--- config.mk ---
export PLATFORM = sky130hd
export DESIGN_NAME = ma_stage
export DESIGN_NICKNAME = d
export VERILOG_FILES = /design/src/rtl/cpu_pkg.sv /design/src/rtl/ma_ld_align.sv /design/src/rtl/ma_stage.sv
export SDC_FILE = /design/constraint.sdc
export NUM_CORES = 1
export LEC_CHECK = 0
export ABC_AREA = 1
export CORE_ASPECT_RATIO = 0.6
export CORE_UTILIZATION = 49
export CTS_CLUSTER_DIAMETER = 150
export DETAILED_ROUTE_END_ITERATION = 10
export PLACE_DENSITY = 0.86
export SLEW_MARGIN = 20
export SYNTH_ARGS = -nofsm -noshare
export SYNTH_HDL_FRONTEND = slang
export SYNTH_HIERARCHICAL = 1
export SYNTH_SLANG_ARGS = --single-unit
--- constraint.sdc ---
create_clock -name clk -period 3.7 [get_ports clk]
set_clock_uncertainty 0.2 [all_clocks]
set_input_delay 0.74 -clock clk [delete_from_list [all_inputs] [get_ports clk]]
set_output_delay 0.74 -clock clk [all_outputs]
set_load 0.01 [all_outputs]
--- src/rtl/cpu_pkg.sv ---
// rtl/cpu_pkg.sv - shared load/store encodings, MA FSM states and byte-lane helpers
package cpu_pkg;

  localparam logic [1:0] LDST_BYTE = 2'b00;
  localparam logic [1:0] LDST_HALF = 2'b01;
  localparam logic [1:0] LDST_WORD = 2'b10;
  localparam int         LDST_UNSIGNED_BIT = 2;

  typedef enum logic [2:0] {
    MA_IDLE    = 3'd0,
    MA_REQ     = 3'd1,
    MA_WAIT    = 3'd2,
    MA_HOLD    = 3'd3,
    MA_DISCARD = 3'd4
  } ma_state_t;

  function automatic logic [3:0] ma_byte_en(input logic [1:0] size, input logic [1:0] adr_lo);
    case (size)
      LDST_BYTE: ma_byte_en = 4'b0001 << adr_lo;
      LDST_HALF: ma_byte_en = 4'b0011 << {adr_lo[1], 1'b0};
      default:   ma_byte_en = 4'b1111;
    endcase
  endfunction

  function automatic logic [31:0] ma_store_rep(input logic [1:0] size, input logic [31:0] st);
    case (size)
      LDST_BYTE: ma_store_rep = {4{st[7:0]}};
      LDST_HALF: ma_store_rep = {2{st[15:0]}};
      default:   ma_store_rep = st;
    endcase
  endfunction

endpackage

--- src/rtl/ma_ld_align.sv ---
// rtl/ma_ld_align.sv - load lane select and sign/zero extension (combinational)
module ma_ld_align
  import cpu_pkg::*;
(
  input  logic [31:0] rdata,
  input  logic [1:0]  adr_lo,
  input  logic [2:0]  ldst_code,
  output logic [31:0] ld_data
);

  logic        uns;
  logic [7:0]  byte_lane;
  logic [15:0] half_lane;

  assign uns = ldst_code[LDST_UNSIGNED_BIT];

  always_comb begin
    case (adr_lo)
      2'd1:    byte_lane = rdata[15:8];
      2'd2:    byte_lane = rdata[23:16];
      2'd3:    byte_lane = rdata[31:24];
      default: byte_lane = rdata[7:0];
    endcase
    half_lane = adr_lo[1] ? rdata[31:16] : rdata[15:0];
    case (ldst_code[1:0])
      LDST_BYTE: ld_data = {{24{~uns & byte_lane[7]}}, byte_lane};
      LDST_HALF: ld_data = {{16{~uns & half_lane[15]}}, half_lane};
      default:   ld_data = rdata;
    endcase
  end

endmodule

--- src/rtl/ma_stage.sv ---
// rtl/ma_stage.sv - memory-access pipeline stage; MA_MISALIGN_TRAP_EN enables misalignment trapping
module ma_stage
  import cpu_pkg::*;
(
  input  logic        clk,
  input  logic        rst_n,
  input  logic        cmd_ld_ma,
  input  logic        cmd_st_ma,
  input  logic [4:0]  rd_adr_ma,
  input  logic [31:0] rd_data_ma,
  input  logic        wbk_rd_reg_ma,
  input  logic [31:0] st_data_ma,
  input  logic [2:0]  ldst_code_ma,
  input  logic        stall_ext,
  input  logic        rst_pipe,
  output logic        stall_ma,
  output logic        dmem_req,
  output logic        dmem_we,
  output logic [29:0] dmem_adr,
  output logic [3:0]  dmem_be,
  output logic [31:0] dmem_wdata,
  input  logic        dmem_gnt,
  input  logic        dmem_rvalid,
  input  logic [31:0] dmem_rdata,
  output logic [4:0]  rd_adr_wb,
  output logic [31:0] wbk_data_wb,
  output logic        wbk_rd_reg_wb,
  output logic [4:0]  rd_adr_wb2,
  output logic [31:0] wbk_data_wb2,
  output logic        wbk_rd_reg_wb2,
  output logic        misalign_excep_ma
);

  ma_state_t   state, state_nxt;
  logic        mem_op, is_st, misaligned;
  logic        req_c, stall_c, mis_c, advance;
  logic [31:0] ld_ext, ld_buf, wb_data_nxt;

  assign mem_op = cmd_ld_ma | cmd_st_ma;
  assign is_st  = cmd_st_ma & ~cmd_ld_ma;

`ifdef MA_MISALIGN_TRAP_EN
  assign misaligned = mem_op &
                      (((ldst_code_ma[1:0] == LDST_HALF) & rd_data_ma[0]) |
                       ((ldst_code_ma[1:0] == LDST_WORD) & (rd_data_ma[1:0] != 2'b00)));
`else
  assign misaligned = 1'b0;
`endif

  ma_ld_align u_ld_align (
    .rdata     (dmem_rdata),
    .adr_lo    (rd_data_ma[1:0]),
    .ldst_code (ldst_code_ma),
    .ld_data   (ld_ext)
  );

  always_ff @(posedge clk or negedge rst_n) begin
    if (!rst_n) state <= MA_IDLE;
    else        state <= state_nxt;
  end

  always_comb begin
    state_nxt = state;
    req_c     = 1'b0;
    stall_c   = 1'b0;
    mis_c     = 1'b0;
    case (state)
      MA_IDLE, MA_REQ: begin
        if (misaligned) begin
          mis_c     = ~stall_ext;
          state_nxt = MA_IDLE;
        end else if (mem_op) begin
          req_c   = 1'b1;
          stall_c = ~(is_st & dmem_gnt);
          if (dmem_gnt) begin
            // A granted load flushed in the same cycle still owes us an rvalid.
            if (!is_st) state_nxt = rst_pipe ? MA_DISCARD : MA_WAIT;
            else        state_nxt = (stall_ext && !rst_pipe) ? MA_HOLD : MA_IDLE;
          end else begin
            state_nxt = rst_pipe ? MA_IDLE : MA_REQ;
          end
        end else begin
          state_nxt = MA_IDLE;
        end
      end
      MA_WAIT: begin
        stall_c = ~dmem_rvalid;
        if (dmem_rvalid)   state_nxt = (stall_ext && !rst_pipe) ? MA_HOLD : MA_IDLE;
        else if (rst_pipe) state_nxt = MA_DISCARD;
      end
      MA_HOLD: begin
        if (!stall_ext || rst_pipe) state_nxt = MA_IDLE;
      end
      MA_DISCARD: begin
        stall_c = 1'b1;
        if (dmem_rvalid) state_nxt = MA_IDLE;
      end
      default: state_nxt = MA_IDLE;
    endcase
  end

  assign dmem_req          = rst_n & req_c;
  assign stall_ma          = rst_n & stall_c;
  assign misalign_excep_ma = rst_n & mis_c;
  assign dmem_we           = rst_n & is_st;
  assign dmem_adr          = rst_n ? rd_data_ma[31:2] : '0;
  assign dmem_be           = rst_n ? ma_byte_en(ldst_code_ma[1:0], rd_data_ma[1:0]) : '0;
  assign dmem_wdata        = rst_n ? ma_store_rep(ldst_code_ma[1:0], st_data_ma) : '0;

  always_ff @(posedge clk or negedge rst_n) begin
    if (!rst_n)                             ld_buf <= '0;
    else if (state == MA_WAIT && dmem_rvalid) ld_buf <= ld_ext;
  end

  // Load data comes live from the bus on the rvalid cycle, from the buffer after HOLD.
  assign advance     = ~stall_ma & ~stall_ext;
  assign wb_data_nxt = (!cmd_ld_ma || misaligned) ? rd_data_ma :
                       (state == MA_HOLD)         ? ld_buf : ld_ext;

  always_ff @(posedge clk or negedge rst_n) begin
    if (!rst_n) begin
      rd_adr_wb      <= '0;
      wbk_data_wb    <= '0;
      wbk_rd_reg_wb  <= 1'b0;
      rd_adr_wb2     <= '0;
      wbk_data_wb2   <= '0;
      wbk_rd_reg_wb2 <= 1'b0;
    end else if (rst_pipe) begin
      rd_adr_wb      <= '0;
      wbk_data_wb    <= '0;
      wbk_rd_reg_wb  <= 1'b0;
      rd_adr_wb2     <= '0;
      wbk_data_wb2   <= '0;
      wbk_rd_reg_wb2 <= 1'b0;
    end else if (advance) begin
      rd_adr_wb      <= rd_adr_ma;
      wbk_data_wb    <= wb_data_nxt;
      wbk_rd_reg_wb  <= wbk_rd_reg_ma & ~cmd_st_ma & ~misaligned;
      rd_adr_wb2     <= rd_adr_wb;
      wbk_data_wb2   <= wbk_data_wb;
      wbk_rd_reg_wb2 <= wbk_rd_reg_wb;
    end
  end

endmodule

==> flow_summary.yaml, run 1 <==
setup_path:
  r2r_setup_slack_ps: 1210
  worstPathArrival_ps: 2490
  crit_type: "in -> out"
  path_max_fanout: 17
  cp_data_required_time_ps: 2760
  crit_path_start_kind: "input port"
  crit_path_end_kind: "primary output"
finish:
  n_fill_cell: 1135
  diodes: 0
  most-common-layout-cells: "452 x nand2_1, 256 x clkdlybuf4s50_1, 125 x inv_1, 111 x dfrtp_1, 75 x nand4_1"
  drive_gt1_frac: 0.06411
  nets: 1387
  fin_area_sq_um: 9971
  synthToLayoutAreaGrowth_pct: 42.18
  final_common_cell: "nand2_1"
clock_tree:
  cts_setup_buffers: 0
  cts.sinks: 111
  ctsLongestPathBuffers: 2
  cts-root-buf: "clkbuf_16"
  cts_buffers: 9
  cts.hold.buffers_added: 0
  cts.clk_slew.worst_paths_ps: 70
  cts.htree.levels: 3
  cts_resized: 0
  cts_tree: "yes"
  clock_latency_ps: 350
power:
  irDropWorstVdd_v: 0.0002519
  p_leak_nw: 5.311
  powerDensity_nw_per_um2: 374.0
timing:
  max_freq_mhz: 291.1
  relSlewSlack: 0.2876
  finalSetupViolCount: 0
  worst-slew-pin-transition_ps: 1066
  hold_viol: 0
  min_period_ps: 3435
  rsz0062_at_grt: "no"
  finalSetupTns_ps: 0
  finalCritPeriodShare: 0.9283
  slew_viol_final: 0
run:
  cap_violations: 0
placement:
  gp_congestion: 0.9444
  placed_area_sq_um: 9668
  hpwl_um: 17140
  io_buffers: 257
grt:
  grt_use_total: 0.3211
  grt_max_degree: 77
  antenna_found_initial: 0
  overflow: 0
  grt_pass1_wl_um: 37090
  grt_pass1_vias: 7363
floorplanning:
  fp-row-count: 33
  dieArea_sq_um: 14810
  core-area_sq_um: 13790
  start_util: 0.5085
  dieWidth_um: 156.4
  die_h_um: 94.67
  io_pins: 259
drt:
  wire_per_inst_um: 15.71
  first_pass_iters: 5
  num_vias: 7751
  drcViolationCount: 0
  ant_nets: 0
  via_per_inst: 5.269
  first_iter_violations: 672
  routed_wl_um: 23100
synth:
  synth_area_sq_um: 7013
  async_reset_ff_frac: 1.000
  synth-edff-count: 0
  syn_avg_cell_area_sq_um: 6.647
  seq_area_frac_synth: 0.3961
  synth_flop_cell: "dfrtp_1"
  yosysUniqueCellTypes: 30
  synth_seq_cells: 111
  syn_nets: 1168
  yosys_warnings: 6
  netlist_instances: 1055
hold_path:
  hp-class: "in -> async"
status:
  status: "complete, no violations"
Yosys cell counts, types with 3 or more instances:
| cell | n | area [sq um] |
|---|---|---|
| a21oi_1 | 11 | 55.05 |
| o22ai_1 | 10 | 62.56 |
| buf_1 | 6 | 22.52 |
| buf_2 | 17 | 85.08 |
| dfrtp_1 | 111 | 2778 |
| buf_6 | 5 | 56.30 |
| nand2_1 | 453 | 1700 |
| nand3_1 | 66 | 330.3 |
| clkbuf_1 | 34 | 127.6 |
| o21ai_0 | 50 | 250.2 |
| inv_1 | 126 | 473.0 |
| nand4_1 | 75 | 469.2 |
| buf_4 | 12 | 90.09 |
| nand3_2 | 23 | 230.2 |
| nor2_1 | 32 | 120.1 |
| o21ai_1 | 3 | 15.01 |
| nand2_2 | 4 | 25.02 |
stage by stage:
step           hold WS (ps)  std cells  setup WS, ps  total power [W]    util
3_3_place_gp          254.3       1455         304.9         0.002720  0.7011
5_1_grt               85.65       1471         141.2         0.003949  0.7230
6_report              72.84       1471         265.1         0.003729  0.7230
2_1_floorplan         244.4       1055          1032         0.002223       -
3_5_place_dp          257.6       1455         264.0         0.002761  0.7011
4_1_cts               66.93       1471         269.7         0.003733  0.7230
cells by family after synthesis:
family,share of synthesized area
compound gates,0.05816
flops,0.3961
simple gates,0.4209
buf+inv,0.1244
other cells,0.0005347
report_power, final:
part	internal (W)	total, W	switching (W)
sequential	0.00144	0.00159	0.000147
clock	0.000481	0.000978	0.000496
combinational	0.000520	0.00116	0.000641
metal layers:
layer  global-route usage  vias to the layer above  part of all wire
met4              0.05719                        0            0.0093
met5                    0                        -                 0
met2               0.5353                      315              0.47
met1               0.4395                     3655              0.45
li1                     -                     3760                 -
met3              0.06379                       21             0.072
flip-flops by register name, summed over array words and instances, names as in the netlist:
signal	cells
rd_adr_wb	5
ld_buf	32
state	3
wbk_data_wb2	32
wbk_data_wb	32
wbk_rd_reg_wb2	1
wbk_rd_reg_wb	1
rd_adr_wb2	5
critical path, cell delays in order:
cell,delay (ps)
clkdlybuf4s50_1,460
or2_2,450
o21ai_0,280
a21oi_1,80
clkdlybuf4s50_1,480
cell type report:
class / count / area (sq um) / share of cell area
clock buffers: 9 / 225.2 / 0.02259
well taps: 192 / 240.2 / 0.02409
repair buffers: 282 / 2786 / 0.2795
clock inverters: 7 / 77.57 / 0.007780
multi-input cells: 740 / 3373 / 0.3383
inverters: 130 / 490.5 / 0.04919
flip-flops and latches: 111 / 2778 / 0.2786
final timing paths:
kind | from | depth (start not counted) | to
setup / recovery | ldst_code_ma[1] | 5 | dmem_wdata[14]
hold / removal | rst_n | 1 | ld_buf[1]
setup reg to reg | state[2] | 8 | wbk_data_wb[22]
hold reg to reg | wbk_data_wb2[15] | 2 | wbk_data_wb2[15]
max in group asynchronous | rst_n | 3 | wbk_data_wb2[12]
min in group clk | wbk_data_wb2[15] | 2 | wbk_data_wb2[15]
Power figures use the tool's default switching activity.
==> run 2, diff against run 1 <==
--- a/config.mk
+++ b/config.mk
@@ -10,6 +10,7 @@
 export CORE_UTILIZATION = 49
 export CTS_CLUSTER_DIAMETER = 150
 export DETAILED_ROUTE_END_ITERATION = 10
+export MAX_ROUTING_LAYER = met4
 export PLACE_DENSITY = 0.86
 export SLEW_MARGIN = 20
 export SYNTH_ARGS = -nofsm -noshare
==> flow_summary.yaml, run 2 (synthesis results as in run 1) <==
status:
  status: "complete, no violations"
timing:
  max_freq_mhz: 287.3
  timing.final.ws_setup_ps: 219.6
  hold_viol: 0
  slew_viol_final: 0
  finalCritPeriodShare: 0.9406
  finalSetupTns_ps: 0
  min_period_ps: 3480
  worst-slew-pin-transition_ps: 1002
  finalSetupViolCount: 0
  rsz0062_at_grt: "no"
  relSlewSlack: 0.3310
clock_tree:
  cts_setup_buffers: 0
  cts.sinks: 111
  cts-root-buf: "clkbuf_16"
  cts.clk_slew.worst_paths_ps: 80
  cts_buffers: 9
  cts.htree.levels: 3
  clock_latency_ps: 350
  cts_tree: "yes"
  cts_resized: 0
  ctsLongestPathBuffers: 2
  cts.hold.buffers_added: 0
drt:
  ant_nets: 0
  wire_per_inst_um: 16.08
  num_vias: 7893
  first_pass_iters: 4
  first_iter_violations: 552
  via_per_inst: 5.366
  drcViolationCount: 0
  routed_wl_um: 23660
power:
  p_leak_nw: 5.312
  netSwitchingFraction: 0.3508
  power_frac_seq: 0.422
  irDropWorstVdd_v: 0.0002572
  p_comb_frac: 0.309
  p_switching_w: 0.001328
  internal_power_w: 0.002458
  powerDensity_nw_per_um2: 379.6
  clkPwrFrac: 0.269
placement:
  gp_congestion: 0.9690
  io_buffers: 257
  hpwl_um: 17300
  post-place-ws_ps: 222.3
  dp_cells: 1455
setup_path:
  r2r_setup_slack_ps: 1380
  reg2reg_depth: 8
  path_cells: "clkdlybuf4s50_1 -> or2_2 -> o21ai_0 -> nor2_1 -> clkdlybuf4s50_1"
  critPathMaxStageDelay_ps: 480
  cp_data_required_time_ps: 2760
  cpMostUsedCell: "clkdlybuf4s50_1"
  path_max_fanout: 17
  crit_type: "in -> out"
  crit_path_start_kind: "input port"
  crit_slowest_cell: "clkdlybuf4s50_1"
  worstPathArrival_ps: 2540
  crit_path_end_kind: "primary output"
floorplanning:
  io_pins: 259
  dieWidth_um: 156.4
  die_h_um: 94.67
  dieArea_sq_um: 14810
  fp-row-count: 33
  start_util: 0.5085
  core-area_sq_um: 13790
finish:
  synthToLayoutAreaGrowth_pct: 42.19
  nets: 1387
  most-common-layout-cells: "452 x nand2_1, 256 x clkdlybuf4s50_1, 125 x inv_1, 111 x dfrtp_1, 75 x nand4_1"
  final_common_cell: "nand2_1"
  largestRegisters: "ld_buf: 32 flops, wbk_data_wb2: 32 flops, wbk_data_wb: 32 flops"
  diodes: 0
  fin_cells: 1471
  finish.utilization: 0.7231
  drive_gt1_frac: 0.06411
grt:
  overflow: 0
  grt_pass1_wl_um: 37610
  antenna_found_initial: 0
  grt_use_total: 0.3357
  grt_pass1_vias: 7396
  grt_max_degree: 77
run:
  cap_violations: 0
hold_path:
  hp-class: "in -> async"
==> run 2: per-layer routing <==
layer / track usage / part of all wire / vias to the layer above
li1: - / - / 3765
met1: 0.4384 / 0.44 / 3749
met2: 0.5406 / 0.47 / 353
met3: 0.07435 / 0.082 / 26
met4: 0.06373 / 0.011 / 0
met5: - / 0 / -
==> run 2: stage by stage <==
| step | instance area, sq um | hold WS [ps] | power [W] |
|---|---|---|---|
| finish | 9972 | 103.0 | 0.003785 |
| detailed placement | 9656 | 258.0 | 0.002767 |
| global placement | 9656 | 255.3 | 0.002720 |
| CTS | 9972 | 84.59 | 0.003783 |
| floorplan | 7013 | 244.4 | 0.002223 |
| global route | 9972 | 92.50 | 0.004005 |
==> run 2: worst paths after layout <==
| check | start | end |
|---|---|---|
| max | ldst_code_ma[1] | dmem_wdata[29] |
| min | rst_n | rd_adr_wb[3] |
| max reg2reg | state[1] | wbk_data_wb[29] |
| min reg2reg | rd_adr_wb2[1] | rd_adr_wb2[1] |
| max in group asynchronous | rst_n | wbk_data_wb[2] |
| min in group clk | rd_adr_wb2[1] | rd_adr_wb2[1] |
==> run 2: final cells by class <==
type	count	area (sq um)
repair buffers	282	2774
clock inverters	7	91.34
clock buffers	9	225.2
multi-input cells	740	3373
fillers	1151	3819
well taps	192	240.2
flip-flops and latches	111	2778
inverters	130	490.5
==> run 2: power by group through the flow <==
stage / sequential [W] / clock (W) / combinational (W)
floorplan: 0.00160 / 0 / 0.000624
detailed placement: 0.00161 / 0 / 0.00116
global route: 0.00162 / 0.00108 / 0.00131
finish: 0.00160 / 0.00102 / 0.00117
global placement: 0.00160 / 0 / 0.00112
CTS: 0.00159 / 0.00102 / 0.00117
==> run 2: critical path, delay by kind of cell <==
family | cells | cell delay, ps
buffers and inverters | 2 | 940
AND/OR/NAND/NOR | 2 | 540
AO/OA/AOI/OAI | 1 | 310
